===== src/rtl/control_unit_legv8.sv =====
// control_unit_legv8: three-cycle FETCH/DECODE/EXECUTE sequencer for the LEGv8
// datapath. Holds PC, IR and latched ALU flags. Decodes IR into the 25-bit
// control word and 64-bit constant during EXECUTE. Resolves branches at the
// end of EXECUTE. An unrecognised opcode parks the unit in HALT until reset.
module control_unit_legv8 (
  input  logic        clock,
  input  logic        reset,
  input  logic [31:0] imem_data,
  input  logic [3:0]  status,
  output logic [63:0] imem_addr,
  output logic [24:0] control_word,
  output logic [63:0] constant,
  output logic [3:0]  flags,
  output logic        halted
);

  typedef enum logic [1:0] {
    S_FETCH   = 2'd0,
    S_DECODE  = 2'd1,
    S_EXECUTE = 2'd2,
    S_HALT    = 2'd3
  } state_t;

  typedef enum logic [3:0] {
    K_NONE  = 4'd0,
    K_RTYPE = 4'd1,
    K_SHIFT = 4'd2,
    K_ITYPE = 4'd3,
    K_LDUR  = 4'd4,
    K_STUR  = 4'd5,
    K_CB    = 4'd6,
    K_BCOND = 4'd7,
    K_B     = 4'd8
  } kind_t;

  localparam logic [4:0] FS_AND = 5'b00000;
  localparam logic [4:0] FS_ORR = 5'b00100;
  localparam logic [4:0] FS_ADD = 5'b01000;
  localparam logic [4:0] FS_SUB = 5'b01001;
  localparam logic [4:0] FS_EOR = 5'b01100;
  localparam logic [4:0] FS_LSL = 5'b10000;
  localparam logic [4:0] FS_LSR = 5'b10100;

  state_t      state_q, state_d;
  logic [63:0] pc_q, pc_d;
  logic [31:0] ir_q, ir_d;
  logic [3:0]  flags_q, flags_d;

  kind_t       kind_s;
  logic [4:0]  fs_s;
  logic        setf_s;
  logic [4:0]  sa_s, sb_s, da_s, cfs_s;
  logic        rw_s, mw_s, bsel_s, enm_s, ena_s;
  logic [63:0] imm_s, off_s;
  logic        take_s;
  logic [24:0] cw_s;
  logic [63:0] k_s;

  // B.cond evaluation on flags {V, C, N, Z}; codes 14 and 15 always taken.
  function automatic logic cond_taken(input logic [3:0] cond, input logic [3:0] f);
    logic v, c, n, z, gt, r;
    v  = f[3];
    c  = f[2];
    n  = f[1];
    z  = f[0];
    gt = ~z & (n == v);
    case (cond)
      4'd0:    r = z;
      4'd1:    r = ~z;
      4'd2:    r = c;
      4'd3:    r = ~c;
      4'd4:    r = n;
      4'd5:    r = ~n;
      4'd6:    r = v;
      4'd7:    r = ~v;
      4'd8:    r = c & ~z;
      4'd9:    r = ~(c & ~z);
      4'd10:   r = (n == v);
      4'd11:   r = (n != v);
      4'd12:   r = gt;
      4'd13:   r = ~gt;
      default: r = 1'b1;
    endcase
    return r;
  endfunction

  // Classify IR by opcode, trying the longest (11-bit) patterns first.
  always_comb begin
    kind_s = K_NONE;
    fs_s   = FS_ADD;
    setf_s = 1'b0;
    case (ir_q[31:21])
      11'b10001011000: begin kind_s = K_RTYPE; fs_s = FS_ADD; end
      11'b11001011000: begin kind_s = K_RTYPE; fs_s = FS_SUB; end
      11'b10001010000: begin kind_s = K_RTYPE; fs_s = FS_AND; end
      11'b10101010000: begin kind_s = K_RTYPE; fs_s = FS_ORR; end
      11'b11001010000: begin kind_s = K_RTYPE; fs_s = FS_EOR; end
      11'b10101011000: begin kind_s = K_RTYPE; fs_s = FS_ADD; setf_s = 1'b1; end
      11'b11101011000: begin kind_s = K_RTYPE; fs_s = FS_SUB; setf_s = 1'b1; end
      11'b11010011011: begin kind_s = K_SHIFT; fs_s = FS_LSL; end
      11'b11010011010: begin kind_s = K_SHIFT; fs_s = FS_LSR; end
      11'b11111000010: kind_s = K_LDUR;
      11'b11111000000: kind_s = K_STUR;
      default: begin
        case (ir_q[31:22])
          10'b1001000100: begin kind_s = K_ITYPE; fs_s = FS_ADD; end
          10'b1011000100: begin kind_s = K_ITYPE; fs_s = FS_ADD; setf_s = 1'b1; end
          10'b1101000100: begin kind_s = K_ITYPE; fs_s = FS_SUB; end
          10'b1111000100: begin kind_s = K_ITYPE; fs_s = FS_SUB; setf_s = 1'b1; end
          10'b1001001000: begin kind_s = K_ITYPE; fs_s = FS_AND; end
          10'b1011001000: begin kind_s = K_ITYPE; fs_s = FS_ORR; end
          10'b1101001000: begin kind_s = K_ITYPE; fs_s = FS_EOR; end
          default: begin
            case (ir_q[31:24])
              8'b10110100, 8'b10110101: kind_s = K_CB;
              8'b01010100:              kind_s = K_BCOND;
              default: begin
                if (ir_q[31:26] == 6'b000101) begin
                  kind_s = K_B;
                end else begin
                  kind_s = K_NONE;
                end
              end
            endcase
          end
        endcase
      end
    endcase
  end

  // Build control fields, constant and branch outcome for the classified instruction.
  always_comb begin
    sa_s   = 5'd0;
    sb_s   = 5'd0;
    da_s   = 5'd0;
    rw_s   = 1'b0;
    mw_s   = 1'b0;
    cfs_s  = 5'd0;
    bsel_s = 1'b0;
    enm_s  = 1'b0;
    ena_s  = 1'b0;
    imm_s  = 64'd0;
    off_s  = 64'd0;
    take_s = 1'b0;
    case (kind_s)
      K_RTYPE: begin
        sa_s = ir_q[9:5]; sb_s = ir_q[20:16]; da_s = ir_q[4:0];
        rw_s = 1'b1; cfs_s = fs_s; ena_s = 1'b1;
      end
      K_SHIFT: begin
        sa_s = ir_q[9:5]; da_s = ir_q[4:0]; rw_s = 1'b1; cfs_s = fs_s;
        bsel_s = 1'b1; ena_s = 1'b1; imm_s = {58'd0, ir_q[15:10]};
      end
      K_ITYPE: begin
        sa_s = ir_q[9:5]; da_s = ir_q[4:0]; rw_s = 1'b1; cfs_s = fs_s;
        bsel_s = 1'b1; ena_s = 1'b1; imm_s = {52'd0, ir_q[21:10]};
      end
      K_LDUR: begin
        sa_s = ir_q[9:5]; da_s = ir_q[4:0]; rw_s = 1'b1; cfs_s = FS_ADD;
        bsel_s = 1'b1; enm_s = 1'b1; imm_s = {{55{ir_q[20]}}, ir_q[20:12]};
      end
      K_STUR: begin
        sa_s = ir_q[9:5]; sb_s = ir_q[4:0]; mw_s = 1'b1; cfs_s = FS_ADD;
        bsel_s = 1'b1; imm_s = {{55{ir_q[20]}}, ir_q[20:12]};
      end
      K_CB: begin
        // IR[24] separates CBNZ (1) from CBZ (0); Z comes live from the datapath.
        sa_s = ir_q[4:0]; bsel_s = 1'b1; cfs_s = FS_ADD;
        off_s  = {{43{ir_q[23]}}, ir_q[23:5], 2'b00};
        take_s = ir_q[24] ? ~status[0] : status[0];
      end
      K_BCOND: begin
        off_s  = {{43{ir_q[23]}}, ir_q[23:5], 2'b00};
        take_s = cond_taken(ir_q[3:0], flags_q);
      end
      K_B: begin
        off_s  = {{36{ir_q[25]}}, ir_q[25:0], 2'b00};
        take_s = 1'b1;
      end
      default: begin
        take_s = 1'b0;
      end
    endcase
  end

  // Sequencer next state, PC/IR/flag updates and ungated EXECUTE outputs.
  always_comb begin
    state_d = state_q;
    pc_d    = pc_q;
    ir_d    = ir_q;
    flags_d = flags_q;
    cw_s    = 25'd0;
    k_s     = 64'd0;
    case (state_q)
      S_FETCH: state_d = S_DECODE;
      S_DECODE: begin
        ir_d    = imem_data;
        state_d = S_EXECUTE;
      end
      S_EXECUTE: begin
        if (kind_s == K_NONE) begin
          state_d = S_HALT;
        end else begin
          state_d = S_FETCH;
          cw_s    = {sa_s, sb_s, da_s, rw_s, mw_s, cfs_s, bsel_s, enm_s, ena_s};
          k_s     = imm_s;
          if (take_s) begin
            pc_d = pc_q + off_s;
          end else begin
            pc_d = pc_q + 64'd4;
          end
          if (setf_s) begin
            flags_d = status;
          end else begin
            flags_d = flags_q;
          end
        end
      end
      S_HALT:  state_d = S_HALT;
      default: state_d = S_FETCH;
    endcase
  end

  // Suppress all datapath writes in any cycle where reset is asserted.
  always_comb begin
    if (reset) begin
      control_word = 25'd0;
      constant     = 64'd0;
    end else begin
      control_word = cw_s;
      constant     = k_s;
    end
  end

  // State, PC, IR and flag registers with synchronous reset.
  always_ff @(posedge clock) begin
    if (reset) begin
      state_q <= S_FETCH;
      pc_q    <= 64'd0;
      ir_q    <= 32'd0;
      flags_q <= 4'd0;
    end else begin
      state_q <= state_d;
      pc_q    <= pc_d;
      ir_q    <= ir_d;
      flags_q <= flags_d;
    end
  end

  assign imem_addr = pc_q;
  assign flags     = flags_q;
  assign halted    = (state_q == S_HALT);

endmodule

===== config.mk =====
export PLATFORM = sky130hd
export DESIGN_NAME = control_unit_legv8
export DESIGN_NICKNAME = d
export VERILOG_FILES = /design/src/rtl/control_unit_legv8.sv
export SDC_FILE = /design/constraint.sdc
export NUM_CORES = 1
export LEC_CHECK = 0
export CAP_MARGIN = 20
export CORE_UTILIZATION = 35
export DETAILED_ROUTE_END_ITERATION = 10
export GPL_ROUTABILITY_DRIVEN = 0
export MAX_ROUTING_LAYER = met4
export PLACE_DENSITY_LB_ADDON = 0.25
export SETUP_SLACK_MARGIN = 0.1
export SYNTH_ARGS = -nofsm -noshare
export SYNTH_HDL_FRONTEND = slang
export SYNTH_SLANG_ARGS = --single-unit

===== constraint.sdc =====
create_clock -name clock -period 10.91 [get_ports clock]
set_clock_uncertainty 0.2 [all_clocks]
set_input_delay 2.182 -clock clock [delete_from_list [all_inputs] [get_ports clock]]
set_output_delay 2.182 -clock clock [all_outputs]
set_load 0.005 [all_outputs]

# --- Word level (Yosys, flattened, before mapping) ---
# Index checks and enable logic that the tools add are counted.
totals:
  regBits: 102
  latchBits: 0
  ram_bits: 0
  mem_bits_ro: 0
  inputBits: 38
  out_inout_bits: 158
  wordCells: 117
  memories: 0
op_classes:
  addsub: 2
  n_mul: 0
  n_div: 0
  magnitude_cmp: 0
  eq_ne: 48
  shift: 0
  n_mux: 31
  bitwise_logic: 10
  reduce_logical: 22
ops:
  columns: ["op", "count"]
  rows:
  - ["$mux 64", 4]
  - ["$pmux 64 s3", 1]
  - ["$pmux 64 s2", 1]
  - ["$eq 11x11->1 const B", 11]
  - ["$mux 25", 3]
  - ["$eq 10x10->1 const B", 7]
  - ["$add 64x3->64 const B", 1]
  - ["$add 64x64->64", 1]
  - ["$pmux 5 s7", 1]
  - ["$eq 4x3->1 const B", 8]
  - ["$pmux 4 s4", 2]
  - ["$pmux 5 s2", 3]
  - ["$eq 4x4->1 const B", 7]
  - ["$eq 4x2->1 const B", 4]
  - ["$eq 8x8->1 const B", 2]
  - ["$reduce_or 2->1", 8]
  - ["$pmux 1 s14", 1]
  - ["$reduce_or 7->1", 2]
  - ["$reduce_or 5->1", 2]
  - ["$reduce_or 9->1", 1]
  - ["$eq 4x1->1 const B", 2]
  - ["$eq 8x7->1 const B", 1]
  - ["$logic_not 4->1", 2]
  - ["$mux 4", 2]
  - ["19 further kinds", 36]

# --- Logic depth before layout (Yosys ltp) ---
logic_depth:
  word_depth: 11
  mapped_depth: 23
  depth_no_buf: 20

# --- Least setup slack after synthesis ---
# No wires, ideal clock.
synth_timing:
  kind: "in2reg"
  from: "input port status[0]"
  to: "register pc_q[59] (netlist: imem_addr[59])"
  setup_ns: 0.129
  arrival_time_ns: 6.160
  t_required_ns: 10.581
  slack_ns: 4.421
  path_stages: 19
  path_buffers: 2
  cell_sequence: "xnor2_1 -> o41ai_2 -> or2_2 -> o21a_1 -> clkbuf_1 -> nand2_1 -> o21ai_0 -> ha_1 -> o21ai_0 -> o21a_1 -> nor4_1 -> nor3_1 -> o211a_1 -> or4_1 -> buf_2 -> o22a_1 -> nor4_2 -> o21ai_0 -> nor3b_2"
synth_via:
  elab_chain_len: 4
synth_lines:
  columns: ["element", "line_no", "rtl"]
  rows:
  - ["start: declaration", "9", "input logic [3:0] status,"]
  - ["$not 1->1", "170", "take_s = ir_q[24] ? ~status[0] : status[0];"]
  - ["$mux 1 *", "170", null]
  - ["$pmux 1 s3 *", "145", "case (kind_s)"]
  - ["$mux 64 *", "207", "if (take_s) begin"]
  - ["end signal: assignment", "244", "pc_q <= pc_d;"]
  - ["end: declaration", "45", "logic [63:0] pc_q, pc_d;"]
# Every way passes the cells marked *; elsewhere a longest branch is shown, timed or not.
# A chain may end at the register's enable or synchronous reset.

# --- Final worst setup path ---
layout_timing:
  from: "input port status[0]"
  to: "register pc_q[47] (netlist: imem_addr[47])"
# Same word-level chain as after synthesis.

==> impl_metrics.tcl <==
set metrics [dict create \
    grt_use_total 0.225 \
    cp.arrival_ns 7.86 \
    vdd_ir_drop_max_uv 64.8 \
    synth_top_cell_area_share 0.242 \
    wire_length_on_met2_um 11900 \
    tritoncts_clock_tree "yes" \
    cts_repair_resize_count 0 \
    vias_per_cell 5.62 \
    detailed_place.area_mm2 0.00997 \
    area_growth_pct 24.7 \
    die_height_um 156 \
    ys.flop_type "dfxtp_1" \
    row_count 55 \
    leakage_nw 3.65 \
    yosys_register_bits 100 \
    required_ns 10.93 \
    final.min_clock_period_ns 7.84 \
    floorplan.core_area_mm2 0.0229 \
    place.port_buffers 192 \
    worstSkewPairLatency_ns 0.36 \
    drtPass1Iterations 5 \
    grt_start_max_net_pins 76 \
    yosysSeqAreaShare 0.242 \
    synth_largest_area_cell "dfxtp_1" \
    route.detailed.wl_per_inst_um 17.3 \
    cp-start-kind "primary input" \
    final_min_period_over_clock_period 0.719 \
    critical_path.cell_chain "clkdlybuf4s50_1 > xnor2_1 > o41ai_2 > or2_2 > o21a_1 > a22o_1 > ha_1 > and3_1 > a221oi_1 > o31ai_1 > nor3_1 > o211a_1 > or4_1 > o22ai_2 > a2111oi_0 > o21ai_0 > nor3b_1" \
    post_route_cells_drive_above_1_share 0.0492 \
    power.density_cell_area_mw_per_mm2 79.1 \
    drv.max_cap_violation_count 0 \
    report.final.setup_viol 0 \
    maxClockFrequency_mhz 128 \
    clock_tree.htree_level_count 3 \
    filler_cell_count 2325 \
    worst_slew_margin_rel 0.243 \
    crit_path_top_delay_cell "o41ai_2" \
    worst_setup_end_kind "flip-flop" \
    cts_buffers 9 \
    top_signal_layer_used "met4" \
    post-synth-top-count-cell "nand2_1" \
    yosys_warnings 0 \
    drv_slew 0 \
    post_synth.cell_area_avg_um2 7.19 \
    async_flop_share 0 \
    detailedPlace.worstSlack_ns 2.76 \
    min-delay-path-class "reg2reg" \
    m1WireLength_um 12800 \
    boundaryPins 196 \
    timing.hold.ws_ns 0.281 \
    post-route-drc-count 0 \
    die_w_um 156 \
    slew_at_the_pin_closest_to_its_max_slew_limit_ns 1.13 \
    crit_family "compound AO/OA/AOI/OAI gates" \
    cts.sink_count 100 \
    postCtsSetupBuffers 0 \
    ant_nets 0 \
    grt_pass1_vias 7848 \
    post_synthesis_instance_area_mm2 0.00827 \
    final_nets 1298 \
    globalRouteOverflowTotal 0 \
    num_antenna_cells 0 \
    syn_inst 1150 \
    unrepaired_setup_endpoints_after_global_routing "no" \
    layout.cell_area.non_filler_mm2 0.0103 \
    count_of_flip_flops_with_a_built_in_enable_after_synthesis 0 \
    netlist_top_cells_area "dfxtp_1 24%, nand2_1 7.7%, a21oi_1 5.9%, buf_4 4.9%, nor2_1 4.4%" \
    drt_first_iter_violations 726 \
    finalWorstSetupSlack_ns 3.07 \
    holdBufCountCts 0 \
    synth_common_cells "169 x nand2_1, 100 x dfxtp_1, 98 x nor2_1" \
    drt_wl_total_um 26900 \
    timing.critical_path.fanout_max 20 \
    synthDistinctLibCells 80 \
    antenna_found_initial 0 \
    run_status "completed" \
    cp_slowest_stage_delay_ns 0.72 \
    fp.dieArea_mm2 0.0242 \
    dp_hpwl_um 19900 \
    path_clk_slew_ns 0.07 \
    setup_total_negative_slack_ns 0 \
    grt_first_pass_wirelength_um 42500 \
    criticalPathCategory "in2reg" \
    clock_path_buffers 2 \
    start_util 0.361 \
    cp_num_buf_inv 1 \
    timing_hold_violations_final 0 \
    clock-root-buffer "clkbuf_16" \
    routed-via-count 8724 \
    dr_wl_met3_um 1700 \
]
[metal layers]
metal / vias to the layer above / GRT usage
met4: 0 / 0.0607
met2: 371 / 0.347
met5: - / -
li1: 4258 / -
met3: 43 / 0.0289
met1: 4052 / 0.309
[through the flow]
stage | power, mW | instances | utilization
6_report | 0.815 | 1552 | 0.450
5_1_grt | 0.842 | 1552 | 0.450
4_1_cts | 0.822 | 1551 | 0.450
3_5_place_dp | 0.455 | 1535 | 0.435
3_3_place_gp | 0.454 | 1535 | 0.435
2_1_floorplan | 0.426 | 1152 | -
[area by class of cell]
| type | count | area, um^2 | area share |
|---|---|---|---|
| repair buffers | 202 | 1990 | 0.193 |
| well taps | 313 | 392 | 0.0380 |
| clock buffers | 9 | 225 | 0.0218 |
| inverters | 27 | 101 | 0.00983 |
| flip-flops and latches | 100 | 2000 | 0.194 |
| multi-input cells | 894 | 5490 | 0.532 |
| clock inverters | 7 | 108 | 0.0104 |
[path summary, 6_finish.rpt]
kind	end	slack [ns]	depth (start not counted)	start
setup / recovery	imem_addr[47]	3.07	17	status[0]
setup reg to reg	imem_addr[47]	4.27	18	ir_q[30]
hold / removal	imem_addr[17]	0.28	2	imem_addr[17]
hold reg to reg	imem_addr[17]	0.28	2	imem_addr[17]
[logic make-up (layout without fill, tap and decap cells)]
kind of cell | count (synthesis) | in the layout | synth area share
fa+ha+maj | 26 | 26 | 0.0402
flops | 100 | 100 | 0.242
mux | 20 | 20 | 0.0256
compound gates | 292 | 292 | 0.237
xor+xnor | 46 | 46 | 0.0487
buf+inv | 158 | 245 | 0.0985
other cells | 1 | 3 | 0.000453
simple gates | 507 | 507 | 0.307
[layout by cell type, fill, tap and decap left out, types with 27 or more instances in the layout]
cell type / instances
a21oi_1: 97
clkdlybuf4s50_1: 191
dfxtp_1: 100
inv_1: 27
nand2_1: 169
nor2_1: 97
nor3_1: 35
nor4_1: 27
o21ai_0: 45
xnor2_1: 32
[state kept, by name, indices dropped and copies added (netlist names)]
register	count
imem_addr	62
ir_q	32
flags	4
state_q	2
[power by group]
group	internal, mW	switching [mW]
combinational	0.0254	0.0305
sequential	0.373	0.0178
clock	0.205	0.163
[worst register-to-register path, delay by kind of cell (launching register included)]
family	cells	cell delay (ns)
AOI/OAI and AO/OA	9	3.26
adders and majority gates	1	0.28
DFF	1	0.58
and+or+nand+nor	8	2.18
Power figures use the tool's default switching activity.
